<file path="src/rtl/rv32i_decode_pkg.sv">
// Shared constants and bundle type for the RV32I decode stage.
package rv32i_decode_pkg;

  localparam int unsigned XLEN  = 32;
  localparam int unsigned OP_W  = 37;
  localparam int unsigned CNT_W = 32;

  // Bit positions inside the one-hot operation vector
  localparam int unsigned OP_ADD   = 0;
  localparam int unsigned OP_SUB   = 1;
  localparam int unsigned OP_XOR   = 2;
  localparam int unsigned OP_OR    = 3;
  localparam int unsigned OP_AND   = 4;
  localparam int unsigned OP_SLL   = 5;
  localparam int unsigned OP_SRL   = 6;
  localparam int unsigned OP_SRA   = 7;
  localparam int unsigned OP_SLT   = 8;
  localparam int unsigned OP_SLTU  = 9;
  localparam int unsigned OP_ADDI  = 10;
  localparam int unsigned OP_XORI  = 11;
  localparam int unsigned OP_ORI   = 12;
  localparam int unsigned OP_ANDI  = 13;
  localparam int unsigned OP_SLLI  = 14;
  localparam int unsigned OP_SRLI  = 15;
  localparam int unsigned OP_SLTI  = 16;
  localparam int unsigned OP_LB    = 17;
  localparam int unsigned OP_LH    = 18;
  localparam int unsigned OP_LW    = 19;
  localparam int unsigned OP_LBU   = 20;
  localparam int unsigned OP_LHU   = 21;
  localparam int unsigned OP_SB    = 22;
  localparam int unsigned OP_SH    = 23;
  localparam int unsigned OP_SW    = 24;
  localparam int unsigned OP_SRAI  = 25;
  localparam int unsigned OP_SLTIU = 26;
  localparam int unsigned OP_BEQ   = 27;
  localparam int unsigned OP_BNE   = 28;
  localparam int unsigned OP_BLT   = 29;
  localparam int unsigned OP_BGE   = 30;
  localparam int unsigned OP_BLTU  = 31;
  localparam int unsigned OP_BGEU  = 32;
  localparam int unsigned OP_LUI   = 33;
  localparam int unsigned OP_JAL   = 34;
  localparam int unsigned OP_JALR  = 35;
  localparam int unsigned OP_AUIPC = 36;

  localparam logic [6:0] OPC_OP     = 7'b0110011;
  localparam logic [6:0] OPC_OPIMM  = 7'b0010011;
  localparam logic [6:0] OPC_LOAD   = 7'b0000011;
  localparam logic [6:0] OPC_STORE  = 7'b0100011;
  localparam logic [6:0] OPC_BRANCH = 7'b1100011;
  localparam logic [6:0] OPC_LUI    = 7'b0110111;
  localparam logic [6:0] OPC_AUIPC  = 7'b0010111;
  localparam logic [6:0] OPC_JAL    = 7'b1101111;
  localparam logic [6:0] OPC_JALR   = 7'b1100111;

  localparam logic [6:0] F7_BASE = 7'b0000000;
  localparam logic [6:0] F7_ALT  = 7'b0100000;

  typedef struct packed {
    logic [OP_W-1:0] op;
    logic [XLEN-1:0] imm;
    logic            imm_valid;
    logic [4:0]      rs1;
    logic [4:0]      rs2;
    logic [4:0]      rd;
    logic            rd_we;
    logic [XLEN-1:0] pc;
    logic            illegal;
  } dec_bundle_t;

endpackage

</file>
<file path="src/rtl/rv32i_imm_gen.sv">
// Immediate extraction for RV32I I/S/B/U/J formats; shift-immediates are zero-extended shamt.
module rv32i_imm_gen
  import rv32i_decode_pkg::*;
(
  input  logic [31:0]     instr,
  output logic [XLEN-1:0] imm,
  output logic            imm_valid
);

  always_comb begin
    imm       = '0;
    imm_valid = 1'b0;
    case (instr[6:0])
      OPC_OPIMM: begin
        imm_valid = 1'b1;
        // funct3 001/101 are the shift forms
        if (instr[13:12] == 2'b01) imm = XLEN'(instr[24:20]);
        else                       imm = {{20{instr[31]}}, instr[31:20]};
      end
      OPC_LOAD, OPC_JALR: begin
        imm_valid = 1'b1;
        imm       = {{20{instr[31]}}, instr[31:20]};
      end
      OPC_STORE: begin
        imm_valid = 1'b1;
        imm       = {{20{instr[31]}}, instr[31:25], instr[11:7]};
      end
      OPC_BRANCH: begin
        imm_valid = 1'b1;
        imm       = {{19{instr[31]}}, instr[31], instr[7], instr[30:25], instr[11:8], 1'b0};
      end
      OPC_LUI, OPC_AUIPC: begin
        imm_valid = 1'b1;
        imm       = {instr[31:12], 12'b0};
      end
      OPC_JAL: begin
        imm_valid = 1'b1;
        imm       = {{11{instr[31]}}, instr[31], instr[19:12], instr[20], instr[30:21], 1'b0};
      end
      default: ;
    endcase
  end

endmodule

</file>
<file path="src/rtl/rv32i_decode_stage.sv">
// Registered RV32I decode stage with valid/ready on both sides and a one-entry skid buffer.
module rv32i_decode_stage
  import rv32i_decode_pkg::*;
(
  input  logic              clk,
  input  logic              reset,
  input  logic              flush,
  input  logic              in_valid,
  output logic              in_ready,
  input  logic [31:0]       in_instr,
  input  logic [XLEN-1:0]   in_pc,
  output logic              out_valid,
  input  logic              out_ready,
  output logic [OP_W-1:0]   out_op,
  output logic [XLEN-1:0]   out_imm,
  output logic              out_imm_valid,
  output logic [4:0]        out_rs1,
  output logic [4:0]        out_rs2,
  output logic [4:0]        out_rd,
  output logic              out_rd_we,
  output logic [XLEN-1:0]   out_pc,
  output logic              out_illegal,
  output logic [CNT_W-1:0]  decoded_count
);

  logic [6:0]      opc;
  logic [2:0]      f3;
  logic [6:0]      f7;
  logic [OP_W-1:0] dec_op;
  logic            rd_class;
  logic            dec_illegal;
  logic [XLEN-1:0] imm_c;
  logic            imm_valid_c;
  dec_bundle_t     dec_c;

  logic            out_valid_q, out_valid_d;
  logic            skid_valid_q, skid_valid_d;
  logic            in_ready_q, in_ready_d;
  dec_bundle_t     out_q, out_d;
  dec_bundle_t     skid_q, skid_d;
  logic [CNT_W-1:0] count_q, count_d;
  logic            accept;
  logic            drain;

  assign opc = in_instr[6:0];
  assign f3  = in_instr[14:12];
  assign f7  = in_instr[31:25];

  rv32i_imm_gen u_imm_gen (
    .instr     (in_instr),
    .imm       (imm_c),
    .imm_valid (imm_valid_c)
  );

  // One-hot operation decode; an empty vector marks an illegal encoding
  always_comb begin
    dec_op   = '0;
    rd_class = 1'b0;
    case (opc)
      OPC_OP: begin
        rd_class = 1'b1;
        case ({f7, f3})
          {F7_BASE, 3'b000}: dec_op[OP_ADD]  = 1'b1;
          {F7_ALT,  3'b000}: dec_op[OP_SUB]  = 1'b1;
          {F7_BASE, 3'b001}: dec_op[OP_SLL]  = 1'b1;
          {F7_BASE, 3'b010}: dec_op[OP_SLT]  = 1'b1;
          {F7_BASE, 3'b011}: dec_op[OP_SLTU] = 1'b1;
          {F7_BASE, 3'b100}: dec_op[OP_XOR]  = 1'b1;
          {F7_BASE, 3'b101}: dec_op[OP_SRL]  = 1'b1;
          {F7_ALT,  3'b101}: dec_op[OP_SRA]  = 1'b1;
          {F7_BASE, 3'b110}: dec_op[OP_OR]   = 1'b1;
          {F7_BASE, 3'b111}: dec_op[OP_AND]  = 1'b1;
          default: ;
        endcase
      end
      OPC_OPIMM: begin
        rd_class = 1'b1;
        case (f3)
          3'b000: dec_op[OP_ADDI]  = 1'b1;
          3'b010: dec_op[OP_SLTI]  = 1'b1;
          3'b011: dec_op[OP_SLTIU] = 1'b1;
          3'b100: dec_op[OP_XORI]  = 1'b1;
          3'b110: dec_op[OP_ORI]   = 1'b1;
          3'b111: dec_op[OP_ANDI]  = 1'b1;
          3'b001: if (f7 == F7_BASE) dec_op[OP_SLLI] = 1'b1;
          3'b101: begin
            if (f7 == F7_BASE)     dec_op[OP_SRLI] = 1'b1;
            else if (f7 == F7_ALT) dec_op[OP_SRAI] = 1'b1;
          end
          default: ;
        endcase
      end
      OPC_LOAD: begin
        rd_class = 1'b1;
        case (f3)
          3'b000: dec_op[OP_LB]  = 1'b1;
          3'b001: dec_op[OP_LH]  = 1'b1;
          3'b010: dec_op[OP_LW]  = 1'b1;
          3'b100: dec_op[OP_LBU] = 1'b1;
          3'b101: dec_op[OP_LHU] = 1'b1;
          default: ;
        endcase
      end
      OPC_STORE: begin
        case (f3)
          3'b000: dec_op[OP_SB] = 1'b1;
          3'b001: dec_op[OP_SH] = 1'b1;
          3'b010: dec_op[OP_SW] = 1'b1;
          default: ;
        endcase
      end
      OPC_BRANCH: begin
        case (f3)
          3'b000: dec_op[OP_BEQ]  = 1'b1;
          3'b001: dec_op[OP_BNE]  = 1'b1;
          3'b100: dec_op[OP_BLT]  = 1'b1;
          3'b101: dec_op[OP_BGE]  = 1'b1;
          3'b110: dec_op[OP_BLTU] = 1'b1;
          3'b111: dec_op[OP_BGEU] = 1'b1;
          default: ;
        endcase
      end
      OPC_LUI: begin
        rd_class           = 1'b1;
        dec_op[OP_LUI]     = 1'b1;
      end
      OPC_AUIPC: begin
        rd_class           = 1'b1;
        dec_op[OP_AUIPC]   = 1'b1;
      end
      OPC_JAL: begin
        rd_class           = 1'b1;
        dec_op[OP_JAL]     = 1'b1;
      end
      OPC_JALR: begin
        rd_class = 1'b1;
        if (f3 == 3'b000) dec_op[OP_JALR] = 1'b1;
      end
      default: ;
    endcase
  end

  always_comb begin
    dec_illegal     = ~|dec_op;
    dec_c           = '0;
    dec_c.op        = dec_op;
    dec_c.imm       = imm_c;
    dec_c.imm_valid = imm_valid_c & ~dec_illegal;
    dec_c.rs1       = in_instr[19:15];
    dec_c.rs2       = in_instr[24:20];
    dec_c.rd        = in_instr[11:7];
    dec_c.rd_we     = rd_class & ~dec_illegal & (|in_instr[11:7]);
    dec_c.pc        = in_pc;
    dec_c.illegal   = dec_illegal;
  end

  // Output register / skid buffer next state; flush wins over accept and drain
  always_comb begin
    out_valid_d  = out_valid_q;
    out_d        = out_q;
    skid_valid_d = skid_valid_q;
    skid_d       = skid_q;
    count_d      = count_q;
    accept       = in_valid & in_ready_q;
    drain        = out_valid_q & out_ready;
    if (flush) begin
      out_valid_d  = 1'b0;
      skid_valid_d = 1'b0;
    end else begin
      if (drain) count_d = count_q + CNT_W'(1);
      if (!out_valid_q || out_ready) begin
        if (skid_valid_q) begin
          out_valid_d  = 1'b1;
          out_d        = skid_q;
          skid_valid_d = accept;
          if (accept) skid_d = dec_c;
        end else begin
          out_valid_d = accept;
          if (accept) out_d = dec_c;
        end
      end else if (accept) begin
        skid_valid_d = 1'b1;
        skid_d       = dec_c;
      end
    end
    in_ready_d = ~skid_valid_d;
  end

  always_ff @(posedge clk) begin
    if (reset) begin
      out_valid_q  <= 1'b0;
      skid_valid_q <= 1'b0;
      in_ready_q   <= 1'b0;
      out_q        <= '0;
      skid_q       <= '0;
      count_q      <= '0;
    end else begin
      out_valid_q  <= out_valid_d;
      skid_valid_q <= skid_valid_d;
      in_ready_q   <= in_ready_d;
      out_q        <= out_d;
      skid_q       <= skid_d;
      count_q      <= count_d;
    end
  end

  assign in_ready      = in_ready_q;
  assign out_valid     = out_valid_q;
  assign out_op        = out_q.op;
  assign out_imm       = out_q.imm;
  assign out_imm_valid = out_q.imm_valid;
  assign out_rs1       = out_q.rs1;
  assign out_rs2       = out_q.rs2;
  assign out_rd        = out_q.rd;
  assign out_rd_we     = out_q.rd_we;
  assign out_pc        = out_q.pc;
  assign out_illegal   = out_q.illegal;
  assign decoded_count = count_q;

endmodule

</file>
<file path="config.mk">
export PLATFORM = sky130hd
export DESIGN_NAME = rv32i_decode_stage
export DESIGN_NICKNAME = d
export VERILOG_FILES = /design/src/rtl/rv32i_decode_pkg.sv /design/src/rtl/rv32i_imm_gen.sv /design/src/rtl/rv32i_decode_stage.sv
export SDC_FILE = /design/constraint.sdc
export NUM_CORES = 1
export LEC_CHECK = 0
export ABC_AREA = 1
export ABC_CLOCK_PERIOD_IN_PS = 5170
export CORE_ASPECT_RATIO = 1.5
export CORE_MARGIN = 1.5
export CORE_UTILIZATION = 60
export DETAILED_ROUTE_END_ITERATION = 8
export DONT_BUFFER_PORTS = 1
export HOLD_SLACK_MARGIN = 0.12
export PLACE_DENSITY = 0.76
export SLEW_MARGIN = 20
export SYNTH_ARGS = -nofsm -noshare
export SYNTH_HDL_FRONTEND = slang
export SYNTH_HIERARCHICAL = 1
export SYNTH_SLANG_ARGS = --single-unit
</file>
<file path="constraint.sdc">
create_clock -name clk -period 5.17 [get_ports clk]
set_clock_uncertainty 0.2 [all_clocks]
set_input_delay 1.034 -clock clk [delete_from_list [all_inputs] [get_ports clk]]
set_output_delay 1.034 -clock clk [all_outputs]
set_load 0.02 [all_outputs]
</file>
# ---- Word-level counts from Yosys, hierarchy flattened
# Index checks and enable logic that the tools add are counted.
dict set report word_totals {
  regBits 273
  out_inout_bits 153
}
dict set report classes {
  add_sub_neg 1
  bitwise_logic 7
  reduce_logical 17
  mux 48
  eq_ne 28
}
# cell n
set op_table {}
lappend op_table {{$mux W119} 5}
lappend op_table {{$pmux W32 S6} 1}
lappend op_table {{$eq A10 B3 Y1 const B} 4}
lappend op_table {{$reduce_or A37 Y1} 1}
lappend op_table {{$mux W1} 35}
lappend op_table {{$add A32 B1 Y32 const B} 1}
lappend op_table {{$mux W32} 1}
lappend op_table {{$eq A7 B6 Y1 const B} 4}
lappend op_table {{$eq A7 B7 Y1 const B} 3}
lappend op_table {{$eq A10 B2 Y1 const B} 2}
lappend op_table {{$eq A10 B9 Y1 const B} 2}
lappend op_table {{$eq A7 B5 Y1 const B} 2}
lappend op_table {{$eq A3 B3 Y1 const B} 4}
lappend op_table {{$eq A10 B1 Y1 const B} 1}
lappend op_table {{$logic_not A10 Y1} 1}
lappend op_table {{$mux W10} 1}
lappend op_table {{$reduce_or A8 Y1} 1}
lappend op_table {{$eq A7 B2 Y1 const B} 1}
lappend op_table {{$logic_not A7 Y1} 1}
lappend op_table {{$mux W7} 1}
lappend op_table {{$reduce_or A7 Y1} 1}
lappend op_table {{$eq A3 B2 Y1 const B} 2}
lappend op_table {{$mux W6} 1}
lappend op_table {{$reduce_or A2 Y1} 3}
lappend op_table {{other kinds (15)} 22}

# ---- Logic depth before layout (Yosys ltp)
dict set report depth {
  word_depth 11
  ltp_mapped 14
  ltp_nobuf 14
}

# ---- Hierarchy
# Netlist, hierarchy kept.
# mod cells_per_inst seq_area_each_um2 area_each_um2 instances
set by_module_without_submodules {}
lappend by_module_without_submodules {rv32i_decode_stage 1581 5465.2 11592.4 1}
lappend by_module_without_submodules {rv32i_imm_gen 229 0.0 1072.3 1}

# ---- Worst setup path after synthesis
# OpenSTA, ideal clock, no wires.
dict set report synth_timing {
  path_kind {input port to flip-flop}
  start {input in_instr[1]}
  end {register out_q (netlist bit out_rd_we)}
  required_ps 4837
  setup_time_ps 133
  arrival_time_ps 2103
  setup_slack_ps 2734
  n_path_buf 0
  cell_stages 14
  cell_sequence {nand2_1 > inv_1 > nand2_2 > nor2_1 > nand2_1 > nand2_1 > nor2_1 > nand2_1 > nor2_1 > nand3_2 > nand2_2 > nand2_1 > nand2_1 > a21oi_2}
}
dict set report synth_via {
  elab_chain_cells 7
}
# element line_no
set synth_rtl {}
lappend synth_rtl {{start: declaration} rv32i_decode_stage.sv:10} ;# input logic [31:0] in_instr,
lappend synth_rtl {{$eq A7 B6 Y1 (tied with other cells)} rv32i_decode_stage.sv:59} ;# case (opc)
lappend synth_rtl {{$mux W10 (tied with other cells)} rv32i_decode_stage.sv:59}
lappend synth_rtl {{$reduce_or A37 Y1 or $mux W1 (tied branches)} {rv32i_decode_stage.sv:144, rv32i_decode_stage.sv:59}}
lappend synth_rtl {{$and A1 B1 Y1 (*) (2 in a row)} rv32i_decode_stage.sv:152} ;# dec_c.rd_we = rd_class & ~dec_illegal & (|in_instr[11:7]);
lappend synth_rtl {{$mux W119 (*)} rv32i_decode_stage.sv:179} ;# if (accept) out_d = dec_c;
lappend synth_rtl {{$mux W119 (*)} rv32i_decode_stage.sv:172} ;# if (skid_valid_q) begin
lappend synth_rtl {{end signal: assignment} rv32i_decode_stage.sv:201} ;# out_q <= out_d;
lappend synth_rtl {{end: declaration} rv32i_decode_stage.sv:39} ;# dec_bundle_t out_q, out_d;
# Mark *: on every way between the ends. The rest lies on a longest branch, timed or not. The select of a mux whose other input is x is not followed.
# A chain may end at the register's enable or synchronous reset.

# ---- Worst setup path in the final report
dict set report layout_timing {
  start {register skid_valid_q}
  end {register out_q (netlist bit out_imm[23])}
}
dict set report layout_via {
  elab_chain_cells 2
}
# element line_no
set layout_rtl {}
lappend layout_rtl {{start: declaration} rv32i_decode_stage.sv:37} ;# logic skid_valid_q, skid_valid_d;
lappend layout_rtl {{start signal: assignment} rv32i_decode_stage.sv:199} ;# skid_valid_q <= skid_valid_d;
lappend layout_rtl {{$reduce_bool A2 Y1 (no line)} n/a}
lappend layout_rtl {{$reduce_and A3 Y1 (no line)} n/a}
# Parallel ways exist; a longest one is shown, timed or not.

==> impl_metrics.toml <==
[synth]
avgSynthCellArea_um2 = 7.00
ys_seq_area_share_pct = 43.2
yosysTopAreaCellShare_pct = 43.2
syn-cell-area_mm2 = 0.0127
synth_top_cells_by_area = "dfxtp_1, nand2_1, o21ai_0"
synth-main-ff-cell = "dfxtp_1"
ys_types = 41
async_flop_share_pct = 0
synth_fp_nets = 1880
ys_ff_latch = 273
synth_area_leader_cell = "dfxtp_1"
synthCells = 1810
synth_edf_count = 0
yosys_warnings = 6

[critical_path]
path_max_fanout = 112
rrSetupSlack_ns = 1.53
cp.required_ns = 5.41
critPathLaunchType = "register"
cp_slowest_cell = "buf_4"
crit_top_cell = "buf_4"
crit_type = "register to register"
critPathCaptureType = "register"
worst_ep_arrival_time_ns = 3.88
cpPeakStageDelay_ns = 0.79
path_cells = "inv_4 > nand2_1 > inv_2 > nor3_4 > buf_4 > buf_4 > o21ai_0 > a31oi_1"
reg2reg_depth = 8

[clock_network]
clock-sinks = 273
clkLatencyLatePin_ns = 0.53
clockBufferDepth = 3
h-tree-depth = 1
cts_tree = "done"
post_cts.repair.setup_buffers = 0
cts_buffers = 26
path_clk_slew_ns = 0.07
cts_hold_buf = 0
root_buffer = "clkbuf_16"
cts_resized = 0

[detailed_routing]
wl_per_cell_um = 16.3
final_antenna_net_count = 0
finalWirelength_mm = 32.8
drcViolationCount = 0
drtIter0Drc = 866
drtPass1Iterations = 6
via_per_inst = 5.73
num_vias = 11525

[final_layout]
layout-drive-gt1-share_pct = 7.96
final_cell_mix = "nand2_1, dfxtp_1, o21ai_0"
final_common_cell = "nand2_1"
syn_to_final_growth_pct = 6.16
diodes = 0
final_nets = 1797
nFillCells = 1829

[timing]
fin_crit_ns = 3.64
hold_viol_final = 0
slew_headroom_pct = 28.7
maxSlewViolCount = 0
worst_pin_slew_ns = 1.07
setup_violations = 0
timing.final.crit_share_pct = 70.4
worst_slack_ns = 1.53
grt_setup_unrepaired = "no"
fmax_mhz = 275
tns_ns = 0

[die]
core-area_mm2 = 0.0206
ioPinCount = 222
die_y_um = 181
dieArea_mm2 = 0.0220
start_util_pct = 61.5
rows = 64
die_w_um = 122

[power]
ir_drop_uv = 304
p_leak_nw = 5.53
power.density_mw_per_mm2 = 329
p_total_mw = 4.43

[place]
dp_hpwl_mm = 21.2
place_congestion = 0.900
place_ws_ns = 1.33
port-buffer-count = 0

[flow_run]
maxCapViolations = 0

[global_route]
grt_pass1_wl_mm = 52.6
grt_antenna_before_repair = 0
grt_pass1_vias = 10703
grt-ovfl-total = 0
grt_use_total_pct = 29.0
grt_max_degree = 193

[hold_path]
holdCritPathClass = "register to register"
hold_path_depth = 2

[outcome]
status = "finished clean"
-- critical path: cells and delay by family, from the launching register on --
| family | cells | cell delay, ns |
|---|---|---|
| buffers and inverters | 4 | 1.85 |
| flip-flops | 1 | 0.72 |
| AO/OA/AOI/OAI | 2 | 0.39 |
| AND/OR/NAND/NOR | 2 | 0.34 |
-- cell families (layout without fill, tap and decap cells) --
family,count (synthesis),count (layout),share of synthesized area [%]
simple gates,734,734,25.5
buf+inv,285,221,9.37
compound gates,509,509,21.3
flops,273,273,43.2
fa+ha+maj,1,1,0.0988
xor+xnor,8,8,0.553
-- metal layers --
layer	routed length, µm	vias up	track usage, %
li1	-	5773	-
met1	12400	5276	32.9
met2	16500	398	51.1
met3	2660	78	7.17
met4	1260	0	12.2
met5	0	-	0
-- cells in the mapped netlist, types with 4 or more instances --
cell type    n
a21oi_1    158
buf_4        6
nand3_1     63
nand4_1      7
buf_2       35
dfxtp_1    273
inv_2       13
o21ai_0    253
xor2_1       6
inv_1      150
a31oi_1     80
buf_6        4
nor2_2      25
nand3_2      4
o211ai_1     7
nor3_2       9
nor2_4       9
clkbuf_1    71
nor3_1      16
nand2_1    344
nand2_2     12
nor2_1     232
-- cell type report --
| cell class | count | area (µm²) | share of cell area, % |
|---|---|---|---|
| Multi-Input combinational cell | 1252 | 6020 | 44.8 |
| Sequential cell | 273 | 5470 | 40.7 |
| Clock buffer | 35 | 746 | 5.55 |
| Inverter | 166 | 631 | 4.69 |
| Tap cell | 264 | 330 | 2.46 |
| Clock inverter | 12 | 163 | 1.21 |
| Timing Repair Buffer | 8 | 85.1 | 0.633 |
-- stage by stage --
| step | hold slack (ns) | utilization (%) | instances | instance area [µm²] |
|---|---|---|---|---|
| final | 0.270 | 65.3 | 2010 | 13400 |
| after global routing | 0.290 | 65.3 | 2010 | 13400 |
| after CTS | 0.268 | 65.3 | 2010 | 13400 |
| after detailed placement | 0.260 | 60.9 | 1963 | 12500 |
| after global placement | 0.253 | 60.9 | 1963 | 12500 |
| after floorplan | 0.239 | - | 1810 | 12700 |
-- registers in the layout (all words and copies together), names as in the netlist, 5 cells and up --
name,cells
out_op,37
out_pc,32
out_rd,5
out_imm,32
skid_q,119
out_rs2,5
decoded_count,32
out_rs1,5
-- path summary, 6_finish.rpt --
check               start           to
max          skid_valid_q  out_imm[23]
min            skid_q[63]  out_imm[13]
max reg2reg  skid_valid_q  out_imm[23]
min reg2reg    skid_q[63]  out_imm[13]
-- power breakdown --
part / switching [mW] / total [mW] / internal [mW]
clock: 0.823 / 1.99 / 1.17
combinational: 0.130 / 0.191 / 0.0609
sequential: 0.0929 / 2.25 / 2.15
total: 1.05 / 4.43 / 3.38
Note: power is estimated with default switching activity, not from simulation.
